===== config.mk =====
export PLATFORM = sky130hd
export DESIGN_NAME = exec_stage_pipe
export DESIGN_NICKNAME = d
export VERILOG_FILES = /design/src/rtl/exec_pkg.sv /design/src/rtl/muldiv_iter.sv /design/src/rtl/exec_stage_pipe.sv
export SDC_FILE = /design/constraint.sdc
export NUM_CORES = 1
export LEC_CHECK = 0
export CORE_AREA = 2 2 200 251
export DETAILED_ROUTE_END_ITERATION = 6
export DIE_AREA = 0 0 202 253
export PLACE_DENSITY = 0.78
export SLEW_MARGIN = 0
export SYNTH_ARGS = -nofsm -noshare
export SYNTH_HDL_FRONTEND = slang
export SYNTH_SLANG_ARGS = --single-unit

===== constraint.sdc =====
create_clock -name clock -period 5.4 [get_ports clock]
set_clock_uncertainty 0.15 [all_clocks]
set_input_delay 1.08 -clock clock [delete_from_list [all_inputs] [get_ports clock]]
set_output_delay 1.08 -clock clock [all_outputs]
set_load 0.05 [all_outputs]

===== src/rtl/exec_pkg.sv =====
// Shared definitions for the execute stage: ALU op codes, mul/div op codes,
// mul/div FSM state encoding and the RegWr control bit index.
package exec_pkg;

    localparam logic [3:0] ALU_ADD  = 4'd0;
    localparam logic [3:0] ALU_SUB  = 4'd1;
    localparam logic [3:0] ALU_AND  = 4'd2;
    localparam logic [3:0] ALU_OR   = 4'd3;
    localparam logic [3:0] ALU_XOR  = 4'd4;
    localparam logic [3:0] ALU_SLT  = 4'd5;
    localparam logic [3:0] ALU_SLTU = 4'd6;
    localparam logic [3:0] ALU_SLL  = 4'd7;
    localparam logic [3:0] ALU_SRL  = 4'd8;
    localparam logic [3:0] ALU_SRA  = 4'd9;
    localparam logic [3:0] ALU_LUI  = 4'd10;
    localparam logic [3:0] ALU_MFHI = 4'd11;
    localparam logic [3:0] ALU_MFLO = 4'd12;

    localparam logic [1:0] MD_MULTU = 2'b01;
    localparam logic [1:0] MD_DIVU  = 2'b10;

    localparam int REGWR_BIT = 0;

    typedef enum logic [1:0] {
        MD_IDLE = 2'd0,
        MD_BUSY = 2'd1,
        MD_DONE = 2'd2
    } md_state_e;

    // Code 11 is reserved and behaves as a plain ALU instruction.
    function automatic logic is_md(input logic [1:0] op);
        return (op == MD_MULTU) || (op == MD_DIVU);
    endfunction

endpackage


===== src/rtl/muldiv_iter.sv =====
// Iterative unsigned multiply (shift-add) / restoring divide, one step per cycle.
// Result stays in DONE until ack; abort returns to IDLE from any state.
module muldiv_iter
    import exec_pkg::*;
#(
    parameter int DATA_W = 32
) (
    input  logic              clock,
    input  logic              reset,
    input  logic              start,
    input  logic              abort,
    input  logic              ack,
    input  logic [1:0]        op,
    input  logic [DATA_W-1:0] a,
    input  logic [DATA_W-1:0] b,
    output logic              busy,
    output logic              done,
    output logic [DATA_W-1:0] hi,
    output logic [DATA_W-1:0] lo
);
    localparam int CNT_W = $clog2(DATA_W) + 1;

    md_state_e state, state_nx;
    logic [CNT_W-1:0] count;
    logic is_div;
    // hi_p/lo_p: {acc, multiplier} for MULTU, {remainder, quotient} for DIVU
    logic [DATA_W-1:0] hi_p, lo_p, oper;

    logic [DATA_W:0]   sum;
    logic [DATA_W:0]   r_sh;
    logic              ge;
    logic [DATA_W-1:0] rem_nx;

    assign sum    = {1'b0, hi_p} + (lo_p[0] ? {1'b0, oper} : '0);
    assign r_sh   = {hi_p, lo_p[DATA_W-1]};
    assign ge     = r_sh >= {1'b0, oper};
    assign rem_nx = ge ? DATA_W'(r_sh - {1'b0, oper}) : r_sh[DATA_W-1:0];

    always_ff @(posedge clock) begin
        if (reset) state <= MD_IDLE;
        else       state <= state_nx;
    end

    always_comb begin
        state_nx = state;
        case (state)
            MD_IDLE: if (start) state_nx = MD_BUSY;
            MD_BUSY: if (count == CNT_W'(1)) state_nx = MD_DONE;
            MD_DONE: if (ack) state_nx = MD_IDLE;
            default: state_nx = MD_IDLE;
        endcase
        if (abort) state_nx = MD_IDLE;
    end

    always_ff @(posedge clock) begin
        if (reset) begin
            count  <= '0;
            is_div <= 1'b0;
            hi_p   <= '0;
            lo_p   <= '0;
            oper   <= '0;
        end else if (state == MD_IDLE && start) begin
            count  <= CNT_W'(DATA_W);
            is_div <= (op == MD_DIVU);
            hi_p   <= '0;
            lo_p   <= (op == MD_DIVU) ? a : b;
            oper   <= (op == MD_DIVU) ? b : a;
        end else if (state == MD_BUSY) begin
            count <= count - CNT_W'(1);
            if (is_div) begin
                hi_p <= rem_nx;
                lo_p <= {lo_p[DATA_W-2:0], ge};
            end else begin
                hi_p <= sum[DATA_W:1];
                lo_p <= {sum[0], lo_p[DATA_W-1:1]};
            end
        end
    end

    assign busy = (state == MD_BUSY);
    assign done = (state == MD_DONE);
    assign hi   = hi_p;
    assign lo   = lo_p;

endmodule


===== src/rtl/exec_stage_pipe.sv =====
// Execute stage with EX/MEM register, HI/LO and iterative mul/div.
// Define EXEC_FWD_EN to add the operand bypass muxes and their ports.
module exec_stage_pipe
    import exec_pkg::*;
#(
    parameter int DATA_W = 32,
    parameter int IMM_W  = 16,
    parameter int CTRL_W = 10,
    parameter int RA_W   = 5
) (
    input  logic              clock,
    input  logic              reset,
    input  logic              in_valid,
    output logic              in_ready,
    input  logic              stall_in,
    input  logic              flush,
    input  logic [CTRL_W-1:0] ctrl_in,
    input  logic [3:0]        alu_ctrl,
    input  logic [1:0]        md_op,
    input  logic              alu_src,
    input  logic              ext_op,
    input  logic [IMM_W-1:0]  imm,
    input  logic [DATA_W-1:0] bus_a,
    input  logic [DATA_W-1:0] bus_b,
    input  logic [RA_W-1:0]   rd_in,
`ifdef EXEC_FWD_EN
    input  logic [1:0]        fwd_a_sel,
    input  logic [1:0]        fwd_b_sel,
    input  logic [DATA_W-1:0] mem_fwd,
    input  logic [DATA_W-1:0] wb_fwd,
`endif
    output logic              out_valid,
    output logic [CTRL_W-1:0] ctrl_out,
    output logic [DATA_W-1:0] alu_out,
    output logic [DATA_W-1:0] store_data,
    output logic              zero_out,
    output logic [RA_W-1:0]   rd_out
);
    localparam int SH_W = $clog2(DATA_W);

    typedef struct packed {
        logic              valid;
        logic [CTRL_W-1:0] ctrl;
        logic [DATA_W-1:0] alu;
        logic [DATA_W-1:0] sd;
        logic              zero;
        logic [RA_W-1:0]   rd;
    } exmem_t;

    exmem_t exmem_q, exmem_nx, md_q;
    logic [DATA_W-1:0] opa, opb, ext_imm, alu_b, alu_res, hi_q, lo_q, md_hi, md_lo;
    logic [CTRL_W-1:0] ctrl_md;
    logic [SH_W-1:0] sh;
    logic accept, md_start, md_busy, md_done;

`ifdef EXEC_FWD_EN
    always_comb begin
        case (fwd_a_sel)
            2'b01:   opa = mem_fwd;
            2'b10:   opa = wb_fwd;
            default: opa = bus_a;
        endcase
        case (fwd_b_sel)
            2'b01:   opb = mem_fwd;
            2'b10:   opb = wb_fwd;
            default: opb = bus_b;
        endcase
    end
`else
    assign opa = bus_a;
    assign opb = bus_b;
`endif

    assign ext_imm = ext_op ? {{(DATA_W-IMM_W){imm[IMM_W-1]}}, imm}
                            : {{(DATA_W-IMM_W){1'b0}}, imm};
    assign alu_b   = alu_src ? ext_imm : opb;
    assign sh      = opa[SH_W-1:0];

    always_comb begin
        alu_res = '0;
        case (alu_ctrl)
            ALU_ADD:  alu_res = opa + alu_b;
            ALU_SUB:  alu_res = opa - alu_b;
            ALU_AND:  alu_res = opa & alu_b;
            ALU_OR:   alu_res = opa | alu_b;
            ALU_XOR:  alu_res = opa ^ alu_b;
            ALU_SLT:  alu_res = {{(DATA_W-1){1'b0}}, $signed(opa) < $signed(alu_b)};
            ALU_SLTU: alu_res = {{(DATA_W-1){1'b0}}, opa < alu_b};
            ALU_SLL:  alu_res = alu_b << sh;
            ALU_SRL:  alu_res = alu_b >> sh;
            ALU_SRA:  alu_res = $signed(alu_b) >>> sh;
            ALU_LUI:  alu_res = alu_b << IMM_W;
            ALU_MFHI: alu_res = hi_q;
            ALU_MFLO: alu_res = lo_q;
            default:  alu_res = '0;
        endcase
    end

    assign in_ready = !md_busy && !md_done && !stall_in && !flush;
    assign accept   = in_valid && in_ready;
    assign md_start = accept && is_md(md_op);

    muldiv_iter #(.DATA_W(DATA_W)) u_muldiv (
        .clock (clock),
        .reset (reset),
        .start (md_start),
        .abort (flush),
        .ack   (!stall_in),
        .op    (md_op),
        .a     (opa),
        .b     (opb),
        .busy  (md_busy),
        .done  (md_done),
        .hi    (md_hi),
        .lo    (md_lo)
    );

    // Mul/div retires without a register write-back; only HI/LO change.
    always_comb begin
        ctrl_md = ctrl_in;
        ctrl_md[REGWR_BIT] = 1'b0;
    end

    always_comb begin
        exmem_nx = '0;
        if (flush)                         exmem_nx = '0;
        else if (stall_in)                 exmem_nx = exmem_q;
        else if (md_done)                  exmem_nx = md_q;
        else if (accept && !is_md(md_op))  exmem_nx = '{valid: 1'b1, ctrl: ctrl_in, alu: alu_res,
                                                       sd: opb, zero: (alu_res == '0), rd: rd_in};
    end

    always_ff @(posedge clock) begin
        if (reset) begin
            exmem_q <= '0;
            md_q    <= '0;
            hi_q    <= '0;
            lo_q    <= '0;
        end else begin
            exmem_q <= exmem_nx;
            if (md_start)
                md_q <= '{valid: 1'b1, ctrl: ctrl_md, alu: '0, sd: opb, zero: 1'b1, rd: rd_in};
            if (md_done && !stall_in && !flush) begin
                hi_q <= md_hi;
                lo_q <= md_lo;
            end
        end
    end

    assign out_valid  = exmem_q.valid;
    assign ctrl_out   = exmem_q.ctrl;
    assign alu_out    = exmem_q.alu;
    assign store_data = exmem_q.sd;
    assign zero_out   = exmem_q.zero;
    assign rd_out     = exmem_q.rd;

endmodule


==> Implementation_results.wiki <==
{| class="wikitable"
! Metric !! Value
|-
| Estimated wirelength of the detail-placed design || 99900 µm
|-
| Number of enable-type register cells in the synthesized netlist || 0
|-
| Iteration count of the initial detailed-routing pass || 7
|-
| First-pass GRT wire length || 189000 µm
|-
| Static leakage power || 0.0143 µW
|-
| Seq/Total Area, Yosys || 22.4%
|-
| Global Route Usage Sum || 48.4%
|-
| Hold Crit Depth || 2
|-
| Vias in the first global route || 31183
|-
| Post-layout util || 71.4%
|-
| Post-DR vias/cell || 6.64
|-
| Worst Hold Class || flop to flop
|-
| Fraction of final layout cells with drive strength greater than 1 || 21.6%
|-
| H-tree level count || 1
|-
| Initial Util || 54.4%
|-
| Total core area || 48800 µm²
|-
| Kind of launch point of the worst setup path || input port
|-
| X dimension of the die || 202 µm
|-
| Violations in the final reports || DRC
|-
| Root buffer selected by CTS || clkbuf_16
|-
| Worst max-slew margin expressed relative to the limit || 28.4%
|-
| Grt total ovfl || 0
|-
| Number of register bits inferred by synthesis || 297
|-
| Number of top-level pins || 190
|-
| Average wire per standard cell || 26.4 µm
|-
| Num Clock Sinks || 297
|-
| Most used DFF post-synth || dfxtp_1
|-
| CP Class || input port to flop
|-
| Clock network latency to the later pin of the worst-skew pair || 640 ps
|-
| Synthesis-to-finish area growth || 31.4%
|-
| Inserted Clock Buffers || 30
|-
| Post-route DRC violation count || 2
|-
| CTS tree || built
|-
| Port Buffers || 189
|-
| Number of rows created at floorplan || 91
|-
| Setup TNS after final layout || 0 ps
|-
| Count of max-cap constraint violations || 0
|-
| List of most frequent post-synthesis cells || nand2_1, nor2_1, a21oi_1
|-
| Final max-slew violation count || 0
|-
| Die height || 253 µm
|-
| 1st-iter DRT viols || 3389
|-
| Most used standard cell by instance count after synthesis || nand2_1
|-
| Worst EP arrival || 5780 ps
|-
| Post-synthesis average cell area || 7.45 µm²
|-
| Final Setup Violations || 0
|-
| Clock Path Buffers || 3
|-
| Maximum number of pins on one net before global-route repair || 130
|-
| Antenna violations before repair || 10
|-
| Number of vias after detailed routing || 32312
|-
| Leading area contributor after synthesis || dfxtp_1
|-
| Total number of yosys warnings || 0
|-
| Synthesized net count || 3842
|-
| Worst setup slack after placement || -854 ps
|-
| Final worst path period share || 99.1%
|-
| PnR worst setup slack || 46.2 ps
|-
| Shortest clock period the worst path allows after layout || 5350 ps
|-
| Placed Cells || 4796
|-
| Worst voltage drop across the vdd grid || 0.000250 V
|-
| Type of element capturing the critical path || flop
|-
| Top post-synthesis cells by area || dfxtp_1, ha_1, nand2_1
|-
| Library cells used by synthesis || 97
|-
| Fill cell total of the finished layout || 3933
|-
| Proportion of synthesized flip-flops having asynchronous set or reset || 0%
|-
| Reg2Reg Depth || 12
|-
| Final net count || 4462
|-
| CTS Hold Bufs || 0
|-
| Total detailed-routing wirelength || 129000 µm
|-
| Maximum fanout along the worst path || 5
|-
| Final instance count without filler cells || 4867
|-
| Overall power || 7450 µW
|-
| Total standard cell area after synthesis || 26500 µm²
|-
| Clock slew seen by the registers of the worst setup and hold paths || 70 ps
|-
| Maximum achievable frequency || 187 MHz
|-
| Run status || complete, but fails checks
|-
| Number of cells produced by synthesis || 3564
|-
| Final hold vios || 0
|-
| Antenna-violating nets left || 0
|-
| Die area || 51100 µm²
|-
| Required arrival time at the worst endpoint || 5830 ps
|-
| Synth top area share || 22.4%
|-
| Transition at the pin with the smallest max-transition slack || 1070 ps
|-
| Weighted congestion at the end of routability-driven global placement || 1.11
|-
| Power density relative to cell area || 214 nW/µm²
|}
-- critical path, stage by stage --
cell and delay, ps:
clkdlybuf4s50_1 460, mux2i_2 500, inv_2 240, mux4_2 560, buf_4 160, mux2i_1 170, a211oi_1 110, o21ai_1 300
o2111ai_1 250, nor4_1 340, nand4b_1 220, or4_4 540, nor4_4 300, nor4bb_4 250, buf_4 150, a41o_1 140
-- routing by layer --
metal,vias to the layer above,track usage (%),routed length [µm]
met3,587,9.96,13300
met5,-,0,48
met4,8,40.3,12800
met1,15353,55.4,45400
met2,2019,77.8,57100
li1,14345,-,-
-- layout by cell type (no fill, tap or decap), drive strengths merged, types with 13 or more instances in the layout --
cell,n
xnor2,42
nand2,458
nor2b,22
clkbuf,40
a22oi,55
nand2b,31
o22ai,25
and2,42
a221o,13
nand4,28
nor2,404
o211ai,53
dlymetal6s2s,13
nor3,49
nand3,53
o21bai,17
a221oi,75
inv,151
a211o,13
mux4,42
nor4,21
o21a,17
and3,19
a31oi,32
o221ai,13
mux2i,170
dfxtp,297
a222oi,17
clkdlybuf4s50,169
xor2,20
a21oi,318
buf,697
o2111ai,15
o21ai,159
ha,166
mux2,29
a21o,60
o31ai,20
a211oi,137
-- final cells by class --
class	count	area, µm²	area share, %
antenna	8	20.0	0.0574
clock buffer	40	850	2.44
clock inverter	16	199	0.570
inverter	151	569	1.63
multi-input combinational	2825	19200	55.1
sequential	297	5950	17.1
tap	651	815	2.34
timing repair buffer	879	7260	20.8
-- final timing paths --
kind,start,end,slack [ps]
setup / recovery,bus_b[13],zero_out,50
hold / removal,md_q[14],md_q[14],310
setup reg to reg,u_muldiv.oper[2],u_muldiv.hi[26],810
hold reg to reg,md_q[14],md_q[14],310
-- stage by stage --
stage	cell area, µm²	hold WS, ps
floorplan	26700	282
global placement	33500	291
detailed placement	33500	297
CTS	34600	305
global route	34900	322
finish	34900	306
-- state kept, by name, indices dropped and copies added, names as in the netlist --
name and cells:
lo_q 32, hi_q 32, u_muldiv.is_div 1, ctrl_out 10, u_muldiv.state 2, u_muldiv.lo 32, zero_out 1, store_data 32
md_q 47, u_muldiv.hi 32, u_muldiv.count 6, out_valid 1, u_muldiv.oper 32, rd_out 5, alu_out 32
-- cells by family (layout without fill, tap and decap cells) --
logic type,count (synthesis),count (layout),share of synthesized area [%]
flops,297,297,22.4
compound gates,1162,1162,29.8
xor+xnor,62,62,2.05
other cells,0,8,0
simple gates,1190,1190,19.8
fa+ha+maj,170,170,8.13
mux,241,241,11.3
buf+inv,442,1086,6.48
-- what timing repair did --
item                       4_1_cts  5_1_grt
resized for setup                6       47
setup endpoints to repair        1        3
pin swaps                        2       15
buffers inserted                 0        7
-- report_power, final --
part / internal, µW / leakage, µW / switching, µW
registers: 2230 / 0.00240 / 36.3
clock network: 1260 / 0.000512 / 1020
logic: 1250 / 0.0114 / 1660
total: 4730 / 0.0143 / 2720
(Power assumes the default switching activity.)
